--- src/rtl/regfile_wr_scheduler_pkg.sv ---
// Shared definitions for the register-file write scheduler.
//   DATA_W / ADDR_W : register data and address widths
//   N_REQ           : number of write requesters
//   NUM_REGS        : registers zeroed by a clear sequence
//   state_t         : scheduler FSM encodings (NORMAL / CLEAR)
//   next_ptr()      : round-robin pointer that follows a one-hot grant
package regfile_wr_scheduler_pkg;

    localparam int DATA_W   = 32;
    localparam int ADDR_W   = 5;
    localparam int N_REQ    = 3;
    localparam int NUM_REGS = 32;

    typedef enum logic {
        NORMAL = 1'b0,
        CLEAR  = 1'b1
    } state_t;

    // The requester after the granted one becomes the new search start.
    function automatic logic [1:0] next_ptr(input logic [N_REQ-1:0] grant);
        logic [1:0] p;
        case (grant)
            3'b001:  p = 2'd1;
            3'b010:  p = 2'd2;
            3'b100:  p = 2'd0;
            default: p = 2'd0;
        endcase
        return p;
    endfunction

endpackage

--- src/rtl/regfile_wr_scheduler_rr_arbiter3.sv ---
// Three-way round-robin arbiter (purely combinational).
//   req   : request vector, bit i = requester i
//   ptr   : requester index the search starts from (0..2)
//   grant : one-hot grant to the first requester at or after ptr, or zero
module rr_arbiter3
    import regfile_wr_scheduler_pkg::*;
(
    input  logic [N_REQ-1:0] req,
    input  logic [1:0]       ptr,
    output logic [N_REQ-1:0] grant
);

    // Priority search P, P+1, P+2 (mod 3); an out-of-range ptr searches from 0.
    always_comb begin
        grant = 3'b000;
        case (ptr)
            2'd1: begin
                if      (req[1]) grant = 3'b010;
                else if (req[2]) grant = 3'b100;
                else if (req[0]) grant = 3'b001;
                else             grant = 3'b000;
            end
            2'd2: begin
                if      (req[2]) grant = 3'b100;
                else if (req[0]) grant = 3'b001;
                else if (req[1]) grant = 3'b010;
                else             grant = 3'b000;
            end
            default: begin
                if      (req[0]) grant = 3'b001;
                else if (req[1]) grant = 3'b010;
                else if (req[2]) grant = 3'b100;
                else             grant = 3'b000;
            end
        endcase
    end

endmodule

--- src/rtl/regfile_wr_scheduler.sv ---
// Schedules register-file writes from three requesters, plus a clear
// sequence that zeroes all registers through the same write port.
//   Clk, Reset            : rising-edge clock, async active-high reset
//   Req_Valid/Addr/Data   : per-requester write requests (packed per requester)
//   Req_Ready             : combinational one-hot accept
//   Clear_Start           : one-cycle request to start a clear sequence
//   Clear_Done            : pulse with the final (address 31) clear write
//   Busy                  : clear sequence in progress
//   Write_Reg/W_Addr/W_Data : registered register-file write port
module regfile_wr_scheduler
    import regfile_wr_scheduler_pkg::*;
#(
    parameter bit ZERO_PROTECT = 1'b1
) (
    input  logic                    Clk,
    input  logic                    Reset,
    input  logic [N_REQ-1:0]        Req_Valid,
    input  logic [N_REQ*ADDR_W-1:0] Req_Addr,
    input  logic [N_REQ*DATA_W-1:0] Req_Data,
    output logic [N_REQ-1:0]        Req_Ready,
    input  logic                    Clear_Start,
    output logic                    Clear_Done,
    output logic                    Busy,
    output logic                    Write_Reg,
    output logic [ADDR_W-1:0]       W_Addr,
    output logic [DATA_W-1:0]       W_Data
);

    localparam logic [ADDR_W-1:0] LAST_ADDR = ADDR_W'(NUM_REGS - 1);

    state_t             state_r, state_nx_s;
    logic [1:0]         ptr_r, ptr_nx_s;
    logic [ADDR_W-1:0]  cnt_r, cnt_nx_s;
    logic               write_reg_r, write_reg_nx_s;
    logic [ADDR_W-1:0]  w_addr_r, w_addr_nx_s;
    logic [DATA_W-1:0]  w_data_r, w_data_nx_s;
    logic               clear_done_r, clear_done_nx_s;
    logic [N_REQ-1:0]   grant_s;
    logic [N_REQ-1:0]   ready_s;
    logic [ADDR_W-1:0]  sel_addr_s;
    logic [DATA_W-1:0]  sel_data_s;
    logic               xfer_s;

    rr_arbiter3 u_arb (
        .req   (Req_Valid),
        .ptr   (ptr_r),
        .grant (grant_s)
    );

    // Accept only in NORMAL; a simultaneous Clear_Start takes precedence.
    always_comb begin
        ready_s = 3'b000;
        if (!Reset && (state_r == NORMAL) && !Clear_Start) begin
            ready_s = grant_s & Req_Valid;
        end else begin
            ready_s = 3'b000;
        end
    end

    assign xfer_s    = |ready_s;
    assign Req_Ready = ready_s;
    assign Busy      = (state_r == CLEAR) && !Reset;

    // Route the accepted requester's address and data.
    always_comb begin
        sel_addr_s = '0;
        sel_data_s = '0;
        case (ready_s)
            3'b001: begin
                sel_addr_s = Req_Addr[4:0];
                sel_data_s = Req_Data[31:0];
            end
            3'b010: begin
                sel_addr_s = Req_Addr[9:5];
                sel_data_s = Req_Data[63:32];
            end
            3'b100: begin
                sel_addr_s = Req_Addr[14:10];
                sel_data_s = Req_Data[95:64];
            end
            default: begin
                sel_addr_s = '0;
                sel_data_s = '0;
            end
        endcase
    end

    // Next-state, pointer, clear counter and write-port values.
    always_comb begin
        state_nx_s      = state_r;
        ptr_nx_s        = ptr_r;
        cnt_nx_s        = cnt_r;
        write_reg_nx_s  = 1'b0;
        w_addr_nx_s     = w_addr_r;
        w_data_nx_s     = w_data_r;
        clear_done_nx_s = 1'b0;
        case (state_r)
            NORMAL: begin
                if (Clear_Start) begin
                    state_nx_s = CLEAR;
                    cnt_nx_s   = '0;
                end else if (xfer_s) begin
                    ptr_nx_s = next_ptr(ready_s);
                    // Protected address-0 writes are consumed silently and
                    // leave the write port's address/data untouched.
                    if (!(ZERO_PROTECT && (sel_addr_s == 5'd0))) begin
                        write_reg_nx_s = 1'b1;
                        w_addr_nx_s    = sel_addr_s;
                        w_data_nx_s    = sel_data_s;
                    end else begin
                        write_reg_nx_s = 1'b0;
                    end
                end else begin
                    write_reg_nx_s = 1'b0;
                end
            end
            CLEAR: begin
                write_reg_nx_s = 1'b1;
                w_addr_nx_s    = cnt_r;
                w_data_nx_s    = 32'h0000_0000;
                // Terminate on the last register; the counter never wraps.
                if (cnt_r == LAST_ADDR) begin
                    state_nx_s      = NORMAL;
                    clear_done_nx_s = 1'b1;
                    cnt_nx_s        = '0;
                end else begin
                    cnt_nx_s = cnt_r + 5'd1;
                end
            end
            default: begin
                state_nx_s = NORMAL;
                cnt_nx_s   = '0;
            end
        endcase
    end

    // State and output registers with asynchronous reset.
    always_ff @(posedge Clk or posedge Reset) begin
        if (Reset) begin
            state_r      <= NORMAL;
            ptr_r        <= 2'd0;
            cnt_r        <= '0;
            write_reg_r  <= 1'b0;
            w_addr_r     <= '0;
            w_data_r     <= '0;
            clear_done_r <= 1'b0;
        end else begin
            state_r      <= state_nx_s;
            ptr_r        <= ptr_nx_s;
            cnt_r        <= cnt_nx_s;
            write_reg_r  <= write_reg_nx_s;
            w_addr_r     <= w_addr_nx_s;
            w_data_r     <= w_data_nx_s;
            clear_done_r <= clear_done_nx_s;
        end
    end

    assign Write_Reg  = write_reg_r;
    assign W_Addr     = w_addr_r;
    assign W_Data     = w_data_r;
    assign Clear_Done = clear_done_r;

endmodule

--- config.mk ---
export PLATFORM = sky130hd
export DESIGN_NAME = regfile_wr_scheduler
export DESIGN_NICKNAME = d
export VERILOG_FILES = /design/src/rtl/regfile_wr_scheduler_pkg.sv /design/src/rtl/regfile_wr_scheduler_rr_arbiter3.sv /design/src/rtl/regfile_wr_scheduler.sv
export SDC_FILE = /design/constraint.sdc
export NUM_CORES = 1
export LEC_CHECK = 0
export ABC_AREA = 1
export BUFFER_PORTS_ARGS = -buffer_cell sky130_fd_sc_hd__buf_2
export CAP_MARGIN = 30
export CORE_ASPECT_RATIO = 1.5
export CORE_MARGIN = 2
export CORE_UTILIZATION = 46
export DETAILED_ROUTE_END_ITERATION = 7
export GPL_ROUTABILITY_DRIVEN = 0
export GPL_TIMING_DRIVEN = 0
export PLACE_DENSITY = 0.81
export SYNTH_ARGS = -nofsm -noshare
export SYNTH_HDL_FRONTEND = slang
export SYNTH_HIERARCHICAL = 1
export SYNTH_SLANG_ARGS = --single-unit
--- constraint.sdc ---
create_clock -name Clk -period 3.6 [get_ports Clk]
set_clock_uncertainty 0.2 [all_clocks]
set_input_delay 0.18 -clock Clk [delete_from_list [all_inputs] [get_ports Clk]]
set_output_delay 0.18 -clock Clk [all_outputs]
set_load 0.005 [all_outputs]
==> impl_metrics.csv, run 1 <==
group,metric,value,unit
die,fp.dieArea,0.00730,sq mm
clock_network,cts_root_buffer,"clkbuf_8",
placement,dp_hpwl,7.09,mm
clock_network,post_cts_buffers,0,
clock_network,clk_latency,300,ps
synthesis,synth-main-ff-cell,"dfrtp_1",
worst_setup_path,worstSetupEndpointType,"flip-flop",
worst_hold_path,hold_class,"primary input to flip-flop",
routing,drc_errors,0,
die,die_w,70.4,um
cells_and_area,nFillCells,548,
run_status,status,"finished, violations left",
sta,fin_crit_sh,0.909,
pwr,pwr-share-comb,0.308,
pwr,switching_share,0.319,
cells_and_area,final_cell_mix,"nand2_1, buf_2, dfrtp_1",
synthesis,synth_edf_count,0,
worst_setup_path,critical_path_class,"flip-flop to flip-flop",
sta,finalHoldViolations,1,
sta,rsz0062_at_grt,"false",
job,drv_cap,0,
routing,drt-total-wl,9.35,mm
pwr,vdd_drop_max,285,uV
placement,postPlaceCellArea,0.00396,sq mm
synthesis,syn_nets,548,
die,initial_core_util,0.473,
global_route,grt_pass1_wl,15.6,mm
die,row_count,36,
sta,setup_viol,0,
pwr,intPower,1100,uW
cells_and_area,drive_gt1_frac,0.335,
sta,drv_slew,0,
routing,first_iter_violations,195,
synthesis,syn_area,0.00304,sq mm
routing,wl_per_cell,13.4,um
pwr,p_total,1620,uW
pwr,switchingPower,515,uW
die,die_h,104,um
clock_network,cts_tree,"done",
cells_and_area,fin_nets,743,
cells_and_area,area_growth_syn_to_layout,43.6,%
clock_network,clockBufferDepth,2,
run_status,violations,"hold timing",
global_route,grt_usage,0.259,
pwr,leakagePower,0.00257,uW
pwr,powerDensity,370,mW/mm^2
pwr,p_clk_frac,0.283,
cells_and_area,antennaDiodeCount,0,
synthesis,ys_ff_latch,47,
global_route,grt_max_degree,43,
synthesis,avgSynthCellArea,7.16,sq um
die,pin_count,160,
synthesis,ys.warnings.count,6,
routing,vias,3575,
clock_network,cts.sinks,47,
worst_setup_path,critPathMaxFanout,10,
cells_and_area,fin_util,0.679,
global_route,overflow,0,
global_route,antenna_found_initial,0,
worst_setup_path,worstSetupStartpointType,"flip-flop",
worst_setup_path,critPathArrivalTime,3320,ps
synthesis,synthDistinctLibCells,30,
worst_setup_path,worst_ep_required_time,3650,ps
clock_network,h-tree-depth,2,
synthesis,async_flop_share,1.00,
pwr,p_seq_frac,0.408,
synthesis,syn_inst,425,
global_route,grt_pass1_vias,3516,
sta,min_period,3270,ps
sta,worst_hold_slack,-1.70,ps
cells_and_area,final_common_cell,"nand2_1",
routing,viasPerCell,5.13,
sta,slew_headroom,0.627,
placement,numPortBuffers,159,
routing,drt_first_pass_iters,5,
cells_and_area,fin_area,0.00437,sq mm
clock_network,cts_buffers,5,
sta,fmax,0.306,GHz
routing,detail-route-antenna-nets,0,
synthesis,ys_seq_area_frac,0.386,
clock_network,clkTransAtPathRegs,90,ps
die,design.core.area,0.00644,sq mm
sta,worst_pin_slew,559,ps
==> critical path: stages, from the launching register on <==
cell	delay [ps]
dfrtp_1	400
inv_1	80
ha_1	340
inv_2	60
nand2_1	60
nand2_1	50
nor2_1	90
nor2_1	40
nand2_1	120
inv_1	90
nand3_4	90
nand3_4	110
inv_2	150
clkbuf_1	460
nand2_1	100
nand3_1	80
dlygate4sd3_1	570
nand2_1	70
nand2_1	70
==> worst paths after layout <==
check                             start          to  slack (ps)  cells past startpoint
setup / recovery               ptr_r[0]   W_Data[0]         330                     18
hold / removal             Req_Data[56]  W_Data[24]          -2                      5
min in group asynchronous         Reset   W_Data[3]         140                      3
max in group asynchronous         Reset   W_Data[5]        2550                      4
setup reg to reg               ptr_r[0]   W_Data[0]         330                     18
hold reg to reg              W_Data[29]  W_Data[29]         320                      2
==> cell type report <==
cell class / count / area (sq um) / area share
Sequential cell: 47 / 1180 / 0.269
Inverter: 24 / 90.1 / 0.0206
Clock buffer: 6 / 72.6 / 0.0166
Clock inverter: 2 / 60.1 / 0.0137
Buffer: 26 / 176 / 0.0404
Tap cell: 76 / 95.1 / 0.0218
Multi-Input combinational cell: 328 / 1610 / 0.367
Timing Repair Buffer: 188 / 1100 / 0.251
==> kinds of logic (layout without fill, tap and decap cells) <==
kind of cell | count (synthesis) | in the layout | synth area share
AOI/OAI and AO/OA | 14 | 14 | 0.0300
xor gates and xnor gates | 1 | 1 | 0.00288
adders and majority gates | 6 | 6 | 0.0247
buffers and inverters | 50 | 246 | 0.0863
DFF | 47 | 47 | 0.386
and+or+nand+nor | 307 | 307 | 0.470
==> synth_stat cells, types with 3 or more instances <==
| master | number | area, sq um |
|---|---|---|
| dfrtp_1 | 47 | 1180 |
| nor2_1 | 20 | 75.1 |
| buf_6 | 7 | 78.8 |
| nand2_1 | 186 | 698 |
| inv_1 | 19 | 71.3 |
| nand3_1 | 40 | 200 |
| nand4_1 | 38 | 238 |
| ha_1 | 6 | 75.1 |
| inv_2 | 4 | 15.0 |
| nand3_4 | 3 | 52.6 |
| a21oi_1 | 3 | 15.0 |
| nand2_2 | 11 | 68.8 |
| nor2_2 | 3 | 18.8 |
| clkbuf_1 | 15 | 56.3 |
==> power by group through the flow <==
stage,combinational [uW],sequential (uW),clock [uW]
floorplan,305,662,0
global placement,459,669,0
detailed placement,483,670,0
CTS,502,659,463
global route,564,670,483
finish,498,660,458
==> layer usage <==
layer,share of wire,up-vias,track usage,wire (um)
met2,0.53,146,0.469,4990
met5,0,-,0,0
li1,-,1765,-,-
met3,0.047,27,0.0292,437
met1,0.39,1637,0.303,3630
met4,0.031,0,0.104,289
==> state kept, by name (all words and copies together), names as in the netlist <==
signal,flops
W_Data,32
ptr_r,2
cnt_r,5
Clear_Done,1
W_Addr,5
state_r,1
Write_Reg,1
==> per-stage QoR <==
stage | setup TNS [ps] | cells | hold WS [ps] | worst slack (ps)
5_1_grt | 0 | 697 | 21.1 | 14.1
6_report | 0 | 697 | -1.70 | 328
3_3_place_gp | -304 | 660 | 290 | -29.3
2_1_floorplan | 0 | 425 | 144 | 789
3_5_place_dp | 0 | 661 | -83.4 | 641
4_1_cts | 0 | 697 | 0.834 | 240
==> what timing repair did <==
item                                    CTS  global route
gates resized for setup                   0             6
endpoints found under the setup margin    0             7
endpoints found under the hold margin    65             0
hold buffers                             28             0
(Power assumes the default switching activity.)
==> inputs of run 2 (changes only) <==
- CORE_UTILIZATION: 46 -> 41
- PLACE_DENSITY: 0.81 -> 0.77
- SKIP_LAST_GASP: default -> 1
- clock period: 3.6 -> 2.8 ns (I/O delays scaled with it)
==> impl_metrics.csv, run 2 (same netlist as run 1, synthesis figures left out) <==
group,metric,value,unit
die,pin_count,160,
job,drv_cap,0,
pwr,vdd_drop_max,330,uV
sta,rsz0062_at_grt,"true",
sta,worst_pin_slew,485,ps
pwr,leakagePower,0.00289,uW
pwr,pwr-share-comb,0.372,
global_route,overflow,0,
placement,dpl.cell_count,685,
worst_setup_path,critical_path.slowest_cell,"dfrtp_2",
placement,preCtsSetupSlack,-101,ps
run_status,status,"finished, final reports clean",
global_route,antenna_found_initial,0,
routing,drt_first_pass_iters,6,
worst_setup_path,cp_num_buf_inv,4,
die,die_h,110,um
clock_network,cts_root_buffer,"clkbuf_8",
clock_network,h-tree-depth,2,
worst_setup_path,worstReg2RegStart,"ptr_r[1]",
sta,fin_crit_sh,0.981,
pwr,powerDensity,416,mW/mm^2
worst_setup_path,path_depth,16,
sta,drv_slew,0,
clock_network,clk_latency,300,ps
clock_network,cts_buffers,5,
worst_setup_path,r2r_slack,50,ps
die,row_count,38,
global_route,grt_pass1_wl,18.1,mm
sta,fmax,0.364,GHz
clock_network,clockBufferDepth,2,
cells_and_area,final_common_cell,"nand2_1",
sta,setup_slack,54.4,ps
pwr,switchingPower,725,uW
worst_setup_path,critPathMaxFanout,10,
worst_setup_path,path_delay_family,"simple AND/OR/NAND/NOR gates",
routing,drc_errors,0,
routing,vias,4110,
cells_and_area,fin_nets,817,
pwr,p_clk_frac,0.237,
sta,worst_hold_slack,2.65,ps
cells_and_area,stdcell_count,796,
cells_and_area,fin_util,0.727,
sta,finalHoldViolations,0,
sta,setup_viol,0,
worst_setup_path,critPathArrivalTime,2740,ps
worst_setup_path,crit_top_cell,"nand2_1",
worst_setup_path,slowest_delay,450,ps
cells_and_area,fin_area,0.00525,sq mm
clock_network,cts.sinks,47,
worst_setup_path,critical_path_class,"flip-flop to flip-flop",
pwr,p_seq_frac,0.391,
worst_setup_path,worstSetupStartpointType,"flip-flop",
placement,dp_hpwl,7.27,mm
sta,min_period,2750,ps
placement,numPortBuffers,159,
worst_hold_path,worstHoldPathCells,5,
worst_hold_path,hold_class,"primary input to flip-flop",
pwr,switching_share,0.331,
routing,wl_per_cell,15.2,um
worst_setup_path,rr_worst_depth,16,
worst_setup_path,worst_ep_required_time,2800,ps
routing,drt-total-wl,12.1,mm
sta,slew_headroom,0.677,
global_route,grt_pass1_vias,4076,
die,design.core.area,0.00723,sq mm
worst_hold_path,holdPathEnd,"W_Data[17]",
die,initial_core_util,0.421,
worst_setup_path,r2r-end,"W_Data[25]",
global_route,grt_max_degree,31,
routing,detail-route-antenna-nets,0,
worst_setup_path,worstPathCellList,"ha_4 -> nand2_1 -> nand2_1 -> nor2_1 -> nor2_1 -> nand2_2 -> inv_2 -> nand3_4 -> nor2_4 -> nand2_1 -> and3_4 -> buf_6 -> buf_8 -> buf_8 -> nand4_1 -> nand2_1",
die,die_w,74.4,um
cells_and_area,drive_gt1_frac,0.358,
clock_network,clkTransAtPathRegs,90,ps
routing,first_iter_violations,331,
cells_and_area,area_growth_syn_to_layout,72.5,%
placement,postPlaceCellArea,0.00399,sq mm
cells_and_area,final_cell_mix,"nand2_1, buf_2, dlygate4sd3_1",
global_route,grt_usage,0.289,
routing,viasPerCell,5.16,
clock_network,cts_tree,"done",
pwr,intPower,1460,uW
die,fp.dieArea,0.00814,sq mm
worst_setup_path,worstSetupEndpointType,"flip-flop",
cells_and_area,largest_reg_flops,32,
worst_hold_path,hold_path.startpoint,"Req_Data[17]",
[run 2: cell types whose count changed in the layout (fill, tap and decap cells not counted), sizes merged]
cell | previous run | this run
buf | 171 | 182
bufinv | 2 | 1
clkbuf | 21 | 24
diode | 0 | 1
clkinv | 1 | 2
dlygate4sd3 | 28 | 88
[run 2: through the flow]
step                      power (uW)  setup TNS (ps)
final                           2190               0
after global routing            2310           -1890
after CTS                       2110               0
after detailed placement        1480           -2580
after global placement          1450          -24150
after floorplan                 1240               0
[run 2: worst max path at each step]
stage,startpoint,endpoint,slack (ps)
floorplan,Reset,W_Data[19],30
global placement,Reset,W_Addr[0],-670
detailed placement,ptr_r[0],W_Data[3],-100
CTS,ptr_r[0],W_Data[19],2
global route,ptr_r[0],W_Data[17],-90
finish,ptr_r[1],W_Data[25],50
[run 2: metal layers]
metal | part of all wire | global-route usage | routed length [um]
met1 | 0.35 | 0.300 | 4220
met2 | 0.53 | 0.523 | 6460
met5 | 0 | 0 | 0
met3 | 0.073 | 0.0577 | 879
met4 | 0.046 | 0.170 | 552
[run 2: power by group through the flow]
stage | sequential [uW] | clock (uW) | combinational, uW
after CTS | 847 | 527 | 738
after global routing | 866 | 558 | 889
after detailed placement | 864 | 0 | 619
after floorplan | 851 | 0 | 392
after global placement | 860 | 0 | 590
final | 855 | 519 | 813
[run 2: worst register-to-register path, delay by kind of cell, from the launching register on]
| kind | cells | cell delay, ps |
|---|---|---|
| fa+ha+maj | 1 | 300 |
| simple gates | 11 | 1220 |
| buf+inv | 4 | 470 |
| flops | 1 | 450 |
[run 2: repair_timing]
item,CTS,global route
hold endpoints to repair,52,0
setup buffers,2,10
pin swaps,1,16
gates resized for setup,6,41
hold buffers,90,0
cloned,0,2
setup endpoints to repair,33,38
[run 2: area by class of cell]
class	instances	area, sq um
diodes	1	2.50
plain buffers	26	198
clock buffers	6	82.6
clock inverters	2	35.0
fillers	532	1970
inverters	24	95.1
multi-input cells	328	1690
flip-flops and latches	47	1180
well taps	100	125
repair buffers	262	1850
==> inputs of run 3 (changes only) <==
==> constraint.sdc (replaced) <==
create_clock -name Clk -period 2.8 [get_ports Clk]
set_clock_uncertainty 0.2 [all_clocks]
set_input_delay 0.56 -clock Clk [delete_from_list [all_inputs] [get_ports Clk]]
set_output_delay 0.56 -clock Clk [all_outputs]
set_load 0.005 [all_outputs]
==> impl_metrics.csv, run 3 (same netlist as run 1, synthesis figures left out) <==
group,metric,value,unit
run_status,status,"finished, final reports clean",
routing,drt_first_pass_iters,4,
clock_network,cts_buffers,5,
clock_network,h-tree-depth,2,
global_route,grt_pass1_wl,14.2,mm
die,die_w,74.4,um
worst_setup_path,worst_ep_required_time,2790,ps
cells_and_area,largest_reg_flops,32,
worst_setup_path,worstSetupEndpointType,"flip-flop",
sta,fin_crit_sh,0.985,
die,design.core.area,0.00723,sq mm
cells_and_area,antennaDiodeCount,0,
worst_setup_path,critPathMaxFanout,6,
sta,rsz0062_at_grt,"true",
clock_network,cts.sinks,47,
routing,drt-total-wl,9.51,mm
die,pin_count,160,
routing,drc_errors,0,
clock_network,clk_latency,300,ps
global_route,antenna_found_initial,0,
die,die_h,110,um
sta,setup_viol,0,
global_route,overflow,0,
pwr,intPower,1460,uW
sta,drv_slew,0,
clock_network,cts_tree,"done",
worst_setup_path,worstSetupStartpointType,"flip-flop",
cells_and_area,nFillCells,691,
sta,slew_headroom,0.648,
worst_setup_path,critical_path_class,"flip-flop to flip-flop",
die,fp.dieArea,0.00814,sq mm
placement,numPortBuffers,159,
cells_and_area,drive_gt1_frac,0.412,
placement,dpl.cell_count,685,
global_route,grt_pass1_vias,3284,
pwr,switching_share,0.328,
pwr,powerDensity,494,mW/mm^2
worst_setup_path,r2r_slack,40,ps
global_route,grt_max_degree,30,
pwr,vdd_drop_max,312,uV
sta,finalHoldViolations,0,
die,row_count,38,
sta,worst_pin_slew,524,ps
cells_and_area,stdcell_count,712,
routing,detail-route-antenna-nets,0,
clock_network,cts_root_buffer,"clkbuf_8",
routing,vias,3515,
clock_network,ctsHoldBuffers,0,
clock_network,clockBufferDepth,2,
clock_network,clkTransAtPathRegs,90,ps
routing,first_iter_violations,176,
worst_hold_path,hold_class,"primary input to async pin",
pwr,leakagePower,0.00251,uW
global_route,grt_usage,0.222,
sta,min_period,2760,ps
cells_and_area,final_cell_mix,"nand2_1, buf_2, dfrtp_1",
cells_and_area,final_common_cell,"nand2_1",
cells_and_area,area_growth_syn_to_layout,44.1,%
routing,viasPerCell,4.94,
placement,dp_hpwl,7.22,mm
sta,worst_hold_slack,51.8,ps
pwr,switchingPower,711,uW
cells_and_area,fin_nets,734,
job,drv_cap,0,
pwr,pwr-share-comb,0.339,
routing,wl_per_cell,13.4,um
pwr,p_clk_frac,0.267,
sta,fmax,0.363,GHz
die,initial_core_util,0.421,
worst_setup_path,critPathArrivalTime,2750,ps
pwr,p_seq_frac,0.394,
## run 3: cell types whose count changed in the layout (fill, tap and decap cells not counted), sizes merged
cell,previous run,this run
bufinv,1,2
clkbuf,24,22
clkinvlp,0,2
dlygate4sd3,88,0
diode,1,0
buf,182,188
inv,23,22
clkinv,2,1
## run 3: metrics by stage
stage / setup slack [ps] / util / TNS (ps) / instance area [sq um] / total power, uW
floorplan: -88.2 / - / -1120 / 3070 / 1250
global placement: -664 / 0.552 / -23610 / 3990 / 1460
detailed placement: -268 / 0.554 / -7270 / 4010 / 1500
CTS: 5.15 / 0.581 / 0 / 4200 / 2100
global route: -54.5 / 0.607 / -956 / 4390 / 2280
finish: 41.8 / 0.607 / 0 / 4390 / 2170
## run 3: what timing repair did
action                                  in CTS  in global routing
cloned                                       0                  2
setup buffers                                6                 11
endpoints found under the setup margin      38                 38
pin swaps                                    3                 17
gates resized for setup                      5                 28
## run 3: metal layers
layer | wire length [um] | share of wire | track usage | up-vias
met5 | 0 | 0 | 0 | -
met4 | 157 | 0.017 | 0.0663 | 0
met3 | 554 | 0.058 | 0.0403 | 12
met2 | 5230 | 0.55 | 0.423 | 127
met1 | 3570 | 0.38 | 0.242 | 1615
li1 | - | - | - | 1761
## run 3: area by class of cell
class / instances / area, sq um / share of cell area
timing repair inverter: 1 / 5.00 / 0.00114
sequential: 47 / 1180 / 0.268
multi-input combinational: 328 / 1690 / 0.385
clock inverter: 2 / 60.1 / 0.0137
timing repair buffer: 178 / 976 / 0.223
clock buffer: 6 / 72.6 / 0.0165
inverter: 24 / 96.3 / 0.0220
buffer: 26 / 183 / 0.0417
tap: 100 / 125 / 0.0285
## run 3: worst paths after layout
| path | to | cells past startpoint | start |
|---|---|---|---|
| max | W_Data[31] | 20 | ptr_r[0] |
| min | W_Data[2] | 2 | Reset |
| max reg2reg | W_Data[31] | 20 | ptr_r[0] |
| min reg2reg | W_Data[29] | 2 | W_Data[29] |
| max in group asynchronous | W_Data[28] | 3 | Reset |
| min in group Clk | W_Data[29] | 2 | W_Data[29] |
## run 3: worst max-delay path: stages (launching register included)
cell and delay (ps):
dfrtp_1 410, inv_2 90, ha_4 210, inv_2 60, nand2_1 50, nand2_1 60
nor2_1 50, nor2_1 140, nand2_2 120, inv_2 90, nand3_4 110, nand3_4 140
nor2_2 50, nor2_2 160, nand2_2 90, nor2_4 180, nand2_4 70, buf_8 140
clkbuf_16 160, nand2_2 50, nand2_1 50
## run 3: power groups by stage
stage / Combinational [uW] / Sequential [uW] / Clock (uW)
after floorplan: 395 / 851 / 0
after global placement: 599 / 859 / 0
after detailed placement: 633 / 863 / 0
after CTS: 670 / 844 / 582
after global routing: 809 / 864 / 611
final: 735 / 854 / 579
